File: config.mk
export PLATFORM = sky130hd
export DESIGN_NAME = serial_bit_sender
export DESIGN_NICKNAME = d
export VERILOG_FILES = /design/src/rtl/serial_bit_sender_pkg.sv /design/src/rtl/serial_bit_sender_bit_hold_timer.sv /design/src/rtl/serial_bit_sender.sv
export SDC_FILE = /design/constraint.sdc
export NUM_CORES = 1
export LEC_CHECK = 0
export ABC_CLOCK_PERIOD_IN_PS = 1600
export BUFFER_PORTS_ARGS = -buffer_cell sky130_fd_sc_hd__buf_2
export CORE_UTILIZATION = 25
export CTS_BUF_LIST = sky130_fd_sc_hd__clkbuf_4
export DETAILED_ROUTE_END_ITERATION = 6
export GPL_TIMING_DRIVEN = 1
export PLACE_DENSITY = 0.44
export SYNTH_ARGS = -nofsm -noshare
export SYNTH_HDL_FRONTEND = slang
export SYNTH_HIERARCHICAL = 1
export SYNTH_SLANG_ARGS = --single-unit
File: constraint.sdc
create_clock -name i_clk -period 1.6 [get_ports i_clk]
set_clock_uncertainty 0.2 [all_clocks]
set_input_delay 0.08 -clock i_clk [delete_from_list [all_inputs] [get_ports i_clk]]
set_output_delay 0.08 -clock i_clk [all_outputs]
set_load 0.005 [all_outputs]
File: src/rtl/serial_bit_sender_pkg.sv
// Shared definitions for the serial_bit_sender block.
//   state_t : FSM state encodings (IDLE / SEND / DONE)
//   clog2   : ceiling log2 helper used to size counters; returns at least 1
package serial_bit_sender_pkg;

  typedef enum logic [1:0] {
    ST_IDLE = 2'd0,
    ST_SEND = 2'd1,
    ST_DONE = 2'd2
  } state_t;

  function automatic int clog2(input int value);
    int r;
    int v;
    r = 0;
    v = value - 1;
    while (v > 0) begin
      r = r + 1;
      v = v >> 1;
    end
    return (r < 1) ? 1 : r;
  endfunction

endpackage

File: src/rtl/serial_bit_sender_bit_hold_timer.sv
// bit_hold_timer: counts the cycles a serial bit has been on the line and
// flags the final hold cycle of each bit.
//   HOLD_CYCLES : cycles each bit stays on the line (>= 1)
//   i_clk       : system clock, rising edge
//   i_rst       : synchronous reset, active-high
//   i_run       : counting enable; the count is held at zero while low
//   o_last      : high during the last hold cycle of the current bit
module bit_hold_timer
  import serial_bit_sender_pkg::*;
#(
  parameter int HOLD_CYCLES = 1
) (
  input  logic i_clk,
  input  logic i_rst,
  input  logic i_run,
  output logic o_last
);

  localparam int HW = clog2(HOLD_CYCLES + 1);
  localparam logic [HW-1:0] LAST_HOLD = HW'(HOLD_CYCLES - 1);

  logic [HW-1:0] hold_q;

  assign o_last = i_run && (hold_q == LAST_HOLD);

  // Wrapping to zero on o_last keeps the count inside 0..HOLD_CYCLES-1.
  always_ff @(posedge i_clk) begin
    if (i_rst || !i_run) begin
      hold_q <= '0;
    end else if (o_last) begin
      hold_q <= '0;
    end else begin
      hold_q <= hold_q + HW'(1);
    end
  end

endmodule

File: src/rtl/serial_bit_sender.sv
// serial_bit_sender: serializes a parallel word MSB first onto o_data with a
// write-enable strobe o_en for a downstream enable-DFF / shift-capture chain.
// Each bit is held HOLD_CYCLES cycles; o_en marks the last hold cycle so the
// receiver captures stable data at the following edge.
//
// Handshake: i_start is sampled only in IDLE; the edge that sees i_start=1
// captures i_word. i_start in SEND or DONE is ignored (not queued). o_done
// pulses for one cycle after the final strobe; o_busy covers SEND and DONE.
//
// Optional macro SERIAL_SENDER_PARITY_EN: append one even-parity bit (XOR of
// the captured word) after the data bits, using the same hold/strobe timing.
//
// Ports:
//   i_clk   : system clock, rising edge
//   i_rst   : synchronous reset, active-high (priority over i_start)
//   i_start : start request
//   i_word  : word to send
//   o_data  : serial bit, MSB first (0 outside SEND)
//   o_en    : receiver write-enable strobe
//   o_busy  : word in flight
//   o_done  : one-cycle completion pulse
module serial_bit_sender
  import serial_bit_sender_pkg::*;
#(
  parameter int WIDTH       = 8,
  parameter int HOLD_CYCLES = 1
) (
  input  logic             i_clk,
  input  logic             i_rst,
  input  logic             i_start,
  input  logic [WIDTH-1:0] i_word,
  output logic             o_data,
  output logic             o_en,
  output logic             o_busy,
  output logic             o_done
);

`ifdef SERIAL_SENDER_PARITY_EN
  localparam int NBITS = WIDTH + 1;
`else
  localparam int NBITS = WIDTH;
`endif
  localparam int BW = clog2(NBITS + 1);
  localparam logic [BW-1:0] LAST_BIT = BW'(NBITS - 1);

  if (HOLD_CYCLES < 1) begin : g_bad_hold
    $error("serial_bit_sender: HOLD_CYCLES must be >= 1");
  end
  if (WIDTH < 2) begin : g_bad_width
    $error("serial_bit_sender: WIDTH must be >= 2");
  end

  state_t            state_q, state_d;
  logic [NBITS-1:0]  shift_q;
  logic [NBITS-1:0]  load_word;
  logic [BW-1:0]     bit_cnt_q;
  logic              load;
  logic              send_active;
  logic              bit_last;

  // The parity bit rides in the LSB of the shift register so it falls out
  // naturally after the data bits.
`ifdef SERIAL_SENDER_PARITY_EN
  assign load_word = {i_word, ^i_word};
`else
  assign load_word = i_word;
`endif

  assign send_active = (state_q == ST_SEND);

  bit_hold_timer #(
    .HOLD_CYCLES(HOLD_CYCLES)
  ) u_timer (
    .i_clk (i_clk),
    .i_rst (i_rst),
    .i_run (send_active),
    .o_last(bit_last)
  );

  always_comb begin
    state_d = state_q;
    load    = 1'b0;
    o_data  = 1'b0;
    o_en    = 1'b0;
    o_busy  = 1'b0;
    o_done  = 1'b0;
    case (state_q)
      ST_IDLE: begin
        if (i_start) begin
          state_d = ST_SEND;
          load    = 1'b1;
        end
      end
      ST_SEND: begin
        o_data = shift_q[NBITS-1];
        o_en   = bit_last;
        o_busy = 1'b1;
        if (bit_last && (bit_cnt_q == LAST_BIT)) begin
          state_d = ST_DONE;
        end
      end
      ST_DONE: begin
        o_done  = 1'b1;
        o_busy  = 1'b1;
        state_d = ST_IDLE;
      end
      default: begin
        state_d = ST_IDLE;
      end
    endcase
  end

  always_ff @(posedge i_clk) begin
    if (i_rst) begin
      state_q   <= ST_IDLE;
      shift_q   <= '0;
      bit_cnt_q <= '0;
    end else begin
      state_q <= state_d;
      if (load) begin
        shift_q   <= load_word;
        bit_cnt_q <= '0;
      end else if (send_active && bit_last) begin
        shift_q   <= {shift_q[NBITS-2:0], 1'b0};
        bit_cnt_q <= bit_cnt_q + BW'(1);
      end
    end
  end

endmodule
==> impl_metrics.toml, run 1 <==
[die]
fp-row-count = 19
dieArea_sq_um = 3090
die_h_um = 55.6
ios = 15
die_x_um = 55.6
start_util = 0.263
core_area_sq_um = 2730

[timing]
max_freq_mhz = 638
setup_viol = 0
final_hold_viol_count = 0
post-route-period-util = 0.979
fin_setup_tns_ns = 0
rsz0062_at_grt = "yes"
min_period_ns = 1.57
hold_slack_ns = 0.276
slew_viol_final = 0

[run_status]
status = "finished clean"

[logic_synthesis]
synth_top_area_share = 0.418
syn_area_sq_um = 718
synth.yosys.seq_area_share = 0.418
yosys.area.top_type = "dfxtp_1"
syn_nets = 94
syn_area_per_cell_sq_um = 9.21
yosys.cell_types.count = 24
async_reset_ff_frac = 0
synthFlopType = "dfxtp_1"
syn_inst = 78
ys.warnings.count = 6
ys_ff_latch = 15
synth_edf_count = 0
synth_area_leaders = "dfxtp_1 42%, mux2i_1 9.8%, ha_1 8.7%, a21oi_1 7.7%, o21ai_0 5.6%"

[power]
finalPower_uw = 1140
power_leakage_uw = 0.000497
power_density_nw_per_um2 = 1080
peakVddDrop_uv = 595

[critical_path]
r2r_cells = 8
r2r-start = "state_q[1]$_SDFFE_PP0P_"
worst_ep_required_time_ns = 1.32
cp_cell_sequence = "inv_4 -> ha_4 -> buf_4 -> nand2_4 -> buf_6 -> inv_2 -> buf_2"
r2r_setup_slack_ns = 0.07
timing.rr.end = "shift_q[7]$_SDFFE_PP0P_"
crit_arrival_ns = 1.29
start_kind = "register"
crit_type = "register to primary output"
cpPeakStageDelay_ns = 0.36
slowest_stage = "dfxtp_2"
endpoint_kind = "primary output"
critPathMaxFanout = 6

[place]
placed_cell_area_sq_um = 877
gp_congestion = 0.744
io_buffers = 14
hpwl_um = 1030

[drt]
vias = 659
dr.pass1.iters = 2
wl_per_cell_um = 10.3
wirelength_um = 1470
avgViaCountPerCell = 4.61
ant_nets = 0
drc = 0
drt_first_iter_violations = 7

[min_path]
holdPathStages = 2
min-delay-start = "shift_q[0]$_SDFFE_PP0P_"
hold_end = "shift_q[0]$_SDFFE_PP0P_"
hold_path.class = "register to register"

[clocking]
clock_sinks = 15
ctsRootBufferMaster = "clkbuf_4"
cts_buffers = 3
cts_tree = "yes"
cts_max_path_buffers = 2
cts_max_level = 1
path_clk_slew_ns = 0.09
clock_latency_ns = 0.28

[layout]
nets = 129
area_growth_pct = 46.7
drive_gt1_frac = 0.321
antennaDiodeCount = 0
final_util = 0.385
stdcell_area_sq_um = 1050

[global_routing]
antenna_found_initial = 0
grt_max_degree = 17
globalRouteTotalUtil = 0.112
grt_pass1_vias = 632
grt_pass1_wl_um = 2710
grt_remaining_overflow = 0

[run]
cap_violations = 0
==> placed cells by master, fill, tap and decap left out, drive strengths merged <==
cell / n
and4b: 1
ha: 5
dfxtp: 15
nor2: 2
nand2: 5
nor4bb: 1
dlygate4sd3: 10
nand2b: 1
a21oi: 11
xor2: 2
inv: 5
o21ai: 8
buf: 22
conb: 1
nor2b: 1
o311ai: 1
nand4: 1
mux2i: 7
and2: 1
nand3: 5
a211oi: 1
a41oi: 1
clkbuf: 4
or3: 1
==> state kept, by name, summed over array words and instances, names as in the netlist <==
| signal | count |
|---|---|
| bit_cnt_q | 4 |
| u_timer/hold_q | 1 |
| shift_q | 8 |
| state_q | 2 |
==> layer usage <==
metal,GRT usage,share of wire,vias to the layer above
met5,0,0,-
met2,0.174,0.47,10
met4,0.0429,0.012,0
met3,0.0419,0.029,2
li1,-,-,344
met1,0.140,0.49,303
==> what timing repair did <==
action                                 4_1_cts  5_1_grt
setup buffers                                3        0
resized for setup                            4        8
endpoints found under the hold margin       10        0
pin swaps                                    0        3
hold buffers                                10        0
setup endpoints to repair                    2       10
==> critical path: cells and delay by family (launching register included) <==
kind,cells,cell delay [ns]
buf+inv,5,0.43
flops,1,0.36
fa+ha+maj,1,0.15
simple gates,1,0.07
==> final cells by class <==
cell class              instances  area (sq um)
repair buffers                 32           246
multi-input cells              56           414
well taps                      31          38.8
flip-flops and latches         15           303
clock buffers                   4          30.0
inverters                       5          21.3
fillers                       265          1680
==> per-stage QoR <==
step / instances / worst slack (ns)
floorplan: 78 / 0.0380
global placement: 126 / -0.0233
detailed placement: 126 / 0.0182
CTS: 143 / 0.00758
global route: 143 / -0.0527
finish: 143 / 0.0330
==> worst max path at each step <==
stage	startpoint	to	slack (ns)	cells after the start
CTS	state_q[1]$_SDFFE_PP0P_	o_en	0.008	7
global placement	state_q[1]$_SDFFE_PP0P_	state_q[0]$_SDFFE_PP0P_	-0.02	5
global route	state_q[1]$_SDFFE_PP0P_	o_en	-0.05	7
floorplan	state_q[1]$_SDFFE_PP0P_	shift_q[2]$_SDFFE_PP0P_	0.04	7
finish	state_q[1]$_SDFFE_PP0P_	o_en	0.03	7
detailed placement	state_q[1]$_SDFFE_PP0P_	state_q[0]$_SDFFE_PP0P_	0.02	5
==> cells in the mapped netlist (2+ instances only) <==
cell type and count:
dfxtp_1 15, nand2_1 4, xor2_1 2, nand3_1 5
ha_1 5, mux2i_1 7, inv_1 5, nor2_1 2
a21oi_1 11, o21ai_0 8
==> power by group <==
group	leakage [uW]	total [uW]	switching [uW]	internal (uW)
combinational	0.000354	438	210	228
sequential	0.000124	475	39.8	435
clock	0.0000184	229	116	114
==> kinds of logic (layout without fill, tap and decap cells) <==
kind of cell             after synthesis  in the layout  synth area share
AO/OA/AOI/OAI                         22             22             0.167
XOR/XNOR                               2              2            0.0244
flip-flops                            15             15             0.418
adder cells (fa/ha/maj)                5              5            0.0871
AND/OR/NAND/NOR                       19             19             0.157
multiplexers                           7              7            0.0976
other                                  1              1           0.00522
buffers and inverters                  7             41            0.0436
Note: power is estimated with default switching activity, not from simulation.
==> run 2: changes to the inputs <==
--- a/config.mk
+++ b/config.mk
@@ -12,6 +12,8 @@
 export DETAILED_ROUTE_END_ITERATION = 6
 export GPL_TIMING_DRIVEN = 1
 export PLACE_DENSITY = 0.44
+export REMOVE_ABC_BUFFERS = 1
+export SLEW_MARGIN = 20
 export SYNTH_ARGS = -nofsm -noshare
 export SYNTH_HDL_FRONTEND = slang
 export SYNTH_HIERARCHICAL = 1
==> run 2 against run 1 <==
Net effect: the run now ends with negative setup slack left; design area up 2.3%; via count up 1.1%; sequential cell count unchanged; sequential power rose by 1%; wire length grew 3.8%; largest cell class unchanged.
==> impl_metrics.toml, run 2 (same netlist as run 1, synthesis figures left out) <==
[critical_path]
critPathLaunch = "state_q[1]$_SDFFE_PP0P_"
endpoint_kind = "primary output"
r2r_setup_slack_ns = 0.04
slowest_stage = "dfxtp_2"
crit_arrival_ns = 1.32
r2r-start = "state_q[1]$_SDFFE_PP0P_"
cpPeakStageDelay_ns = 0.33
r2r_cells = 6
cp_cell_sequence = "inv_2 -> ha_4 -> nor2b_4 -> nand2_4 -> buf_6 -> inv_4 -> buf_6"
start_kind = "register"
crit_top_cell = "buf_6"
timing.rr.end = "state_q[1]$_SDFFE_PP0P_"
critPathMaxFanout = 4
crit_type = "register to primary output"
worst_ep_required_time_ns = 1.32

[drt]
avgViaCountPerCell = 4.56
wirelength_um = 1520
drt_first_iter_violations = 4
vias = 666
dr.pass1.iters = 4
ant_nets = 0
drc = 0
wl_per_cell_um = 10.4

[die]
core_area_sq_um = 2730
dieArea_sq_um = 3090
die_x_um = 55.6
start_util = 0.263
die_h_um = 55.6
ios = 15
fp-row-count = 19

[layout]
final_util = 0.394
nets = 132
largest_reg_flops = 8
reg.largest.list = "shift_q: 8 flops, bit_cnt_q: 4 flops, state_q: 2 flops"
drive_gt1_frac = 0.339
antennaDiodeCount = 0
area_growth_pct = 50.0
top_register = "shift_q"
final_cell_mix = "13 x dfxtp_1, 13 x buf_2, 11 x a21oi_1, 10 x dlygate4sd3_1, 9 x buf_4"
stdcell_area_sq_um = 1080

[power]
power_leakage_uw = 0.000507
finalPower_uw = 1190
peakVddDrop_uv = 500
power_density_nw_per_um2 = 1100

[timing]
worst_slack_ns = -0.0000692
post-route-period-util = 1.00
rsz0062_at_grt = "yes"
setup_viol = 1
final_hold_viol_count = 0
fin_setup_tns_ns = -0.0000692
slew_viol_final = 0
max_freq_mhz = 625
min_period_ns = 1.60

[clocking]
ctsRootBufferMaster = "clkbuf_4"
cts_buffers = 3
cts_max_path_buffers = 2
clock_latency_ns = 0.29
cts_tree = "yes"
clock_sinks = 15
path_clk_slew_ns = 0.09
cts_max_level = 1

[min_path]
hold_path.class = "register to register"
holdPathStages = 2
min-delay-start = "bit_cnt_q[1]$_SDFFE_PP0P_"
hold_end = "bit_cnt_q[1]$_SDFFE_PP0P_"

[global_routing]
antenna_found_initial = 0
grt_pass1_vias = 629
grt_max_degree = 13
globalRouteTotalUtil = 0.113
grt_pass1_wl_um = 2660
grt_remaining_overflow = 0

[run]
cap_violations = 0

[run_status]
status = "finished, violations left"
violations = "negative setup slack"

[place]
preCtsSetupSlack_ns = 0.0126
hpwl_um = 1140
gp_congestion = 0.737
placed_cell_area_sq_um = 890
io_buffers = 14
[run 2: report_power, final]
| group | switching, uW | internal [uW] | total [uW] |
|---|---|---|---|
| sequential | 40.9 | 440 | 481 |
| combinational | 216 | 252 | 468 |
| clock | 124 | 114 | 238 |
[run 2: final cells by class]
cell class | instances | area [sq um]
Tap cell | 31 | 38.8
Sequential cell | 15 | 305
Timing Repair Buffer | 35 | 267
Inverter | 5 | 21.3
Clock buffer | 4 | 30.0
Fill cell | 296 | 1660
Multi-Input combinational cell | 56 | 415
[run 2: how the worst max path moves through the flow]
stage / end / slack [ns] / cells past startpoint
after detailed placement: state_q[0]$_SDFFE_PP0P_ / 0.01 / 5
after CTS: o_en / -0.07 / 7
after floorplan: bit_cnt_q[3]$_SDFFE_PP0P_ / -0.18 / 6
after global placement: state_q[0]$_SDFFE_PP0P_ / 0.01 / 5
after global routing: o_en / -0.1 / 7
final: o_en / -0.00007 / 7
[run 2: worst max-delay path, delay by kind of cell (launching register included)]
kind / cells / cell delay (ns)
flops: 1 / 0.33
simple gates: 2 / 0.25
fa+ha+maj: 1 / 0.13
buf+inv: 4 / 0.32
[run 2: metal layers]
| layer | vias up | share of wire | GRT usage |
|---|---|---|---|
| met5 | - | 0 | 0 |
| met4 | 0 | 0.0046 | 0.0607 |
| met3 | 2 | 0.045 | 0.0419 |
| met2 | 13 | 0.47 | 0.170 |
| met1 | 303 | 0.48 | 0.138 |
| li1 | 348 | - | - |
[run 2: what timing repair did]
| item | CTS | global route |
|---|---|---|
| setup buffers | 0 | 2 |
| hold buffers | 10 | 0 |
| endpoints found under the hold margin | 10 | 0 |
| cloned | 0 | 0 |
| gates resized for setup | 4 | 12 |
| pin swaps | 0 | 3 |
| endpoints found under the setup margin | 2 | 13 |
[run 2: per-stage QoR]
stage	hold slack, ns	std cells
after CTS	0.287	145
after global routing	0.315	146
after detailed placement	0.124	131
final	0.283	146
after global placement	0.109	131
after floorplan	-0.0509	76
==> run 3: changes to the inputs <==
--- a/config.mk
+++ b/config.mk
@@ -5,7 +5,7 @@
 export SDC_FILE = /design/constraint.sdc
 export NUM_CORES = 1
 export LEC_CHECK = 0
-export ABC_CLOCK_PERIOD_IN_PS = 1600
+export ABC_CLOCK_PERIOD_IN_PS = 1400
 export BUFFER_PORTS_ARGS = -buffer_cell sky130_fd_sc_hd__buf_2
 export CORE_UTILIZATION = 25
 export CTS_BUF_LIST = sky130_fd_sc_hd__clkbuf_4
==> constraint.sdc (replaced) <==
create_clock -name i_clk -period 1.4 [get_ports i_clk]
set_clock_uncertainty 0.2 [all_clocks]
set_input_delay 0.07 -clock i_clk [delete_from_list [all_inputs] [get_ports i_clk]]
set_output_delay 0.07 -clock i_clk [all_outputs]
set_load 0.005 [all_outputs]
==> run 3 against run 2 <==
Net effect: the run still ends with negative setup slack left; register-to-register slack worse by 0.22 ns; hold slack lost 0.013 ns; first-iteration DRC count grew to 5.5 times the previous value; die area stayed put; combinational power rose by 91%; wire length grew 17%; sequential share of layout area down 4.3 points; critical path type unchanged; design area up 18%.
==> impl_metrics.toml, run 3 (same netlist as run 1, synthesis figures left out) <==
[power]
p_sw_uw = 526
peakVddDrop_uv = 797
power_leakage_uw = 0.000596
intPower_uw = 1180
power_density_nw_per_um2 = 1350
pwr-share-seq = 0.320
p_comb_frac = 0.523
clockPowerShare = 0.156
switching_share = 0.308

[drt]
vias = 717
wl_per_cell_um = 11.6
ant_nets = 0
avgViaCountPerCell = 4.66
dr.pass1.iters = 4
wirelength_um = 1780
drt_first_iter_violations = 22
drc = 0

[global_routing]
antenna_found_initial = 0
grt_remaining_overflow = 0
grt_max_degree = 11
globalRouteTotalUtil = 0.124
grt_pass1_wl_um = 3010
grt_pass1_vias = 657

[clocking]
cts_max_level = 1
clock_latency_ns = 0.28
path_clk_slew_ns = 0.09
ctsRootBufferMaster = "clkbuf_4"
cts_max_path_buffers = 2
cts_buffers = 3
clock_sinks = 15
cts_tree = "yes"

[timing]
min_period_ns = 1.60
final_hold_viol_count = 0
max_freq_mhz = 626
slew_viol_final = 0
hold_slack_ns = 0.270
post-route-period-util = 1.14
worst_slack_ns = -0.198
setup_viol = 18
rsz0062_at_grt = "yes"

[die]
start_util = 0.263
core_area_sq_um = 2730
die_x_um = 55.6
die_h_um = 55.6
ios = 15
dieArea_sq_um = 3090
fp-row-count = 19

[layout]
drive_gt1_frac = 0.423
largest_reg_flops = 8
stdcell_area_sq_um = 1270
area_growth_pct = 76.8
fillers = 276
top_register = "shift_q"
layout_commonest_cell = "dfxtp_1"
multi_input_comb_area_sq_um = 457
nets = 140
regArea_sq_um = 305
antennaDiodeCount = 0
reg.largest.list = "shift_q: 8 flops, bit_cnt_q: 4 flops, state_q: 2 flops"
final_cell_mix = "13 x dfxtp_1, 12 x buf_2, 10 x a21oi_1, 10 x dlygate4sd3_1, 10 x buf_4"

[critical_path]
critPathLaunch = "state_q[1]$_SDFFE_PP0P_"
worst_ep_required_time_ns = 1.13
cp_cell_sequence = "inv_2 -> ha_4 -> nor2b_4 -> nand2_4 -> buf_12 -> inv_4 -> buf_6"
r2r_setup_slack_ns = -0.18
endpoint_kind = "primary output"
critPathMaxFanout = 3
crit_arrival_ns = 1.33
slowest_stage = "dfxtp_2"
r2r_cells = 8
start_kind = "register"
crit_type = "register to primary output"
cpPeakStageDelay_ns = 0.33
r2r-start = "state_q[1]$_SDFFE_PP0P_"

[run_status]
status = "finished, violations left"
violations = "negative setup slack"

[place]
io_buffers = 14
placed_cell_area_sq_um = 930
hpwl_um = 1160
gp_congestion = 0.740

[min_path]
min-delay-start = "shift_q[0]$_SDFFE_PP0P_"
hold_path.class = "register to register"
holdPathStages = 2

[run]
cap_violations = 0
[run 3: worst max-delay path, delay by kind of cell (launching register included)]
family / cells / cell delay (ns)
flops: 1 / 0.33
fa+ha+maj: 1 / 0.14
simple gates: 2 / 0.26
buf+inv: 4 / 0.32
[run 3: cell type report]
type	instances	share of cell area
multi-input cells	56	0.360
flip-flops and latches	15	0.240
clock buffers	4	0.0236
repair buffers	43	0.327
well taps	31	0.0305
inverters	5	0.0187
[run 3: path summary, 6_finish.rpt]
kind                        endpoint
min          shift_q[0]$_SDFFE_PP0P_
min reg2reg  shift_q[0]$_SDFFE_PP0P_
max                             o_en
max reg2reg  shift_q[4]$_SDFFE_PP0P_
[run 3: metrics by stage]
step           setup TNS [ns]  instances  setup slack (ns)   util  power, uW
2_1_floorplan           -2.56         76            -0.383      -        806
3_3_place_gp            -1.55        133            -0.189  0.340       1060
5_1_grt                 -3.40        154            -0.261  0.465       1820
6_report                -2.35        154            -0.198  0.465       1710
4_1_cts                 -1.79        152            -0.194  0.449       1640
3_5_place_dp            -1.68        133            -0.193  0.340       1060
[run 3: timing repair]
action,CTS,global route
gates cloned,1,0
resized for setup,23,7
hold buffers,10,0
setup endpoints to repair,18,18
hold endpoints to repair,10,0
setup buffers,6,2
pin swaps,13,4
[run 3: metal layers]
layer,GRT usage,part of all wire,up-vias
li1,-,-,370
met1,0.163,0.46,329
met2,0.201,0.50,16
met3,0.0349,0.033,2
met4,0.0321,0.0011,0
met5,0,0,-
[run 3: power groups by stage]
stage	clock, uW	combinational, uW	sequential (uW)
2_1_floorplan	0	273	533
3_3_place_gp	0	514	543
3_5_place_dp	0	517	545
4_1_cts	283	807	553
5_1_grt	297	965	556
6_report	267	894	547
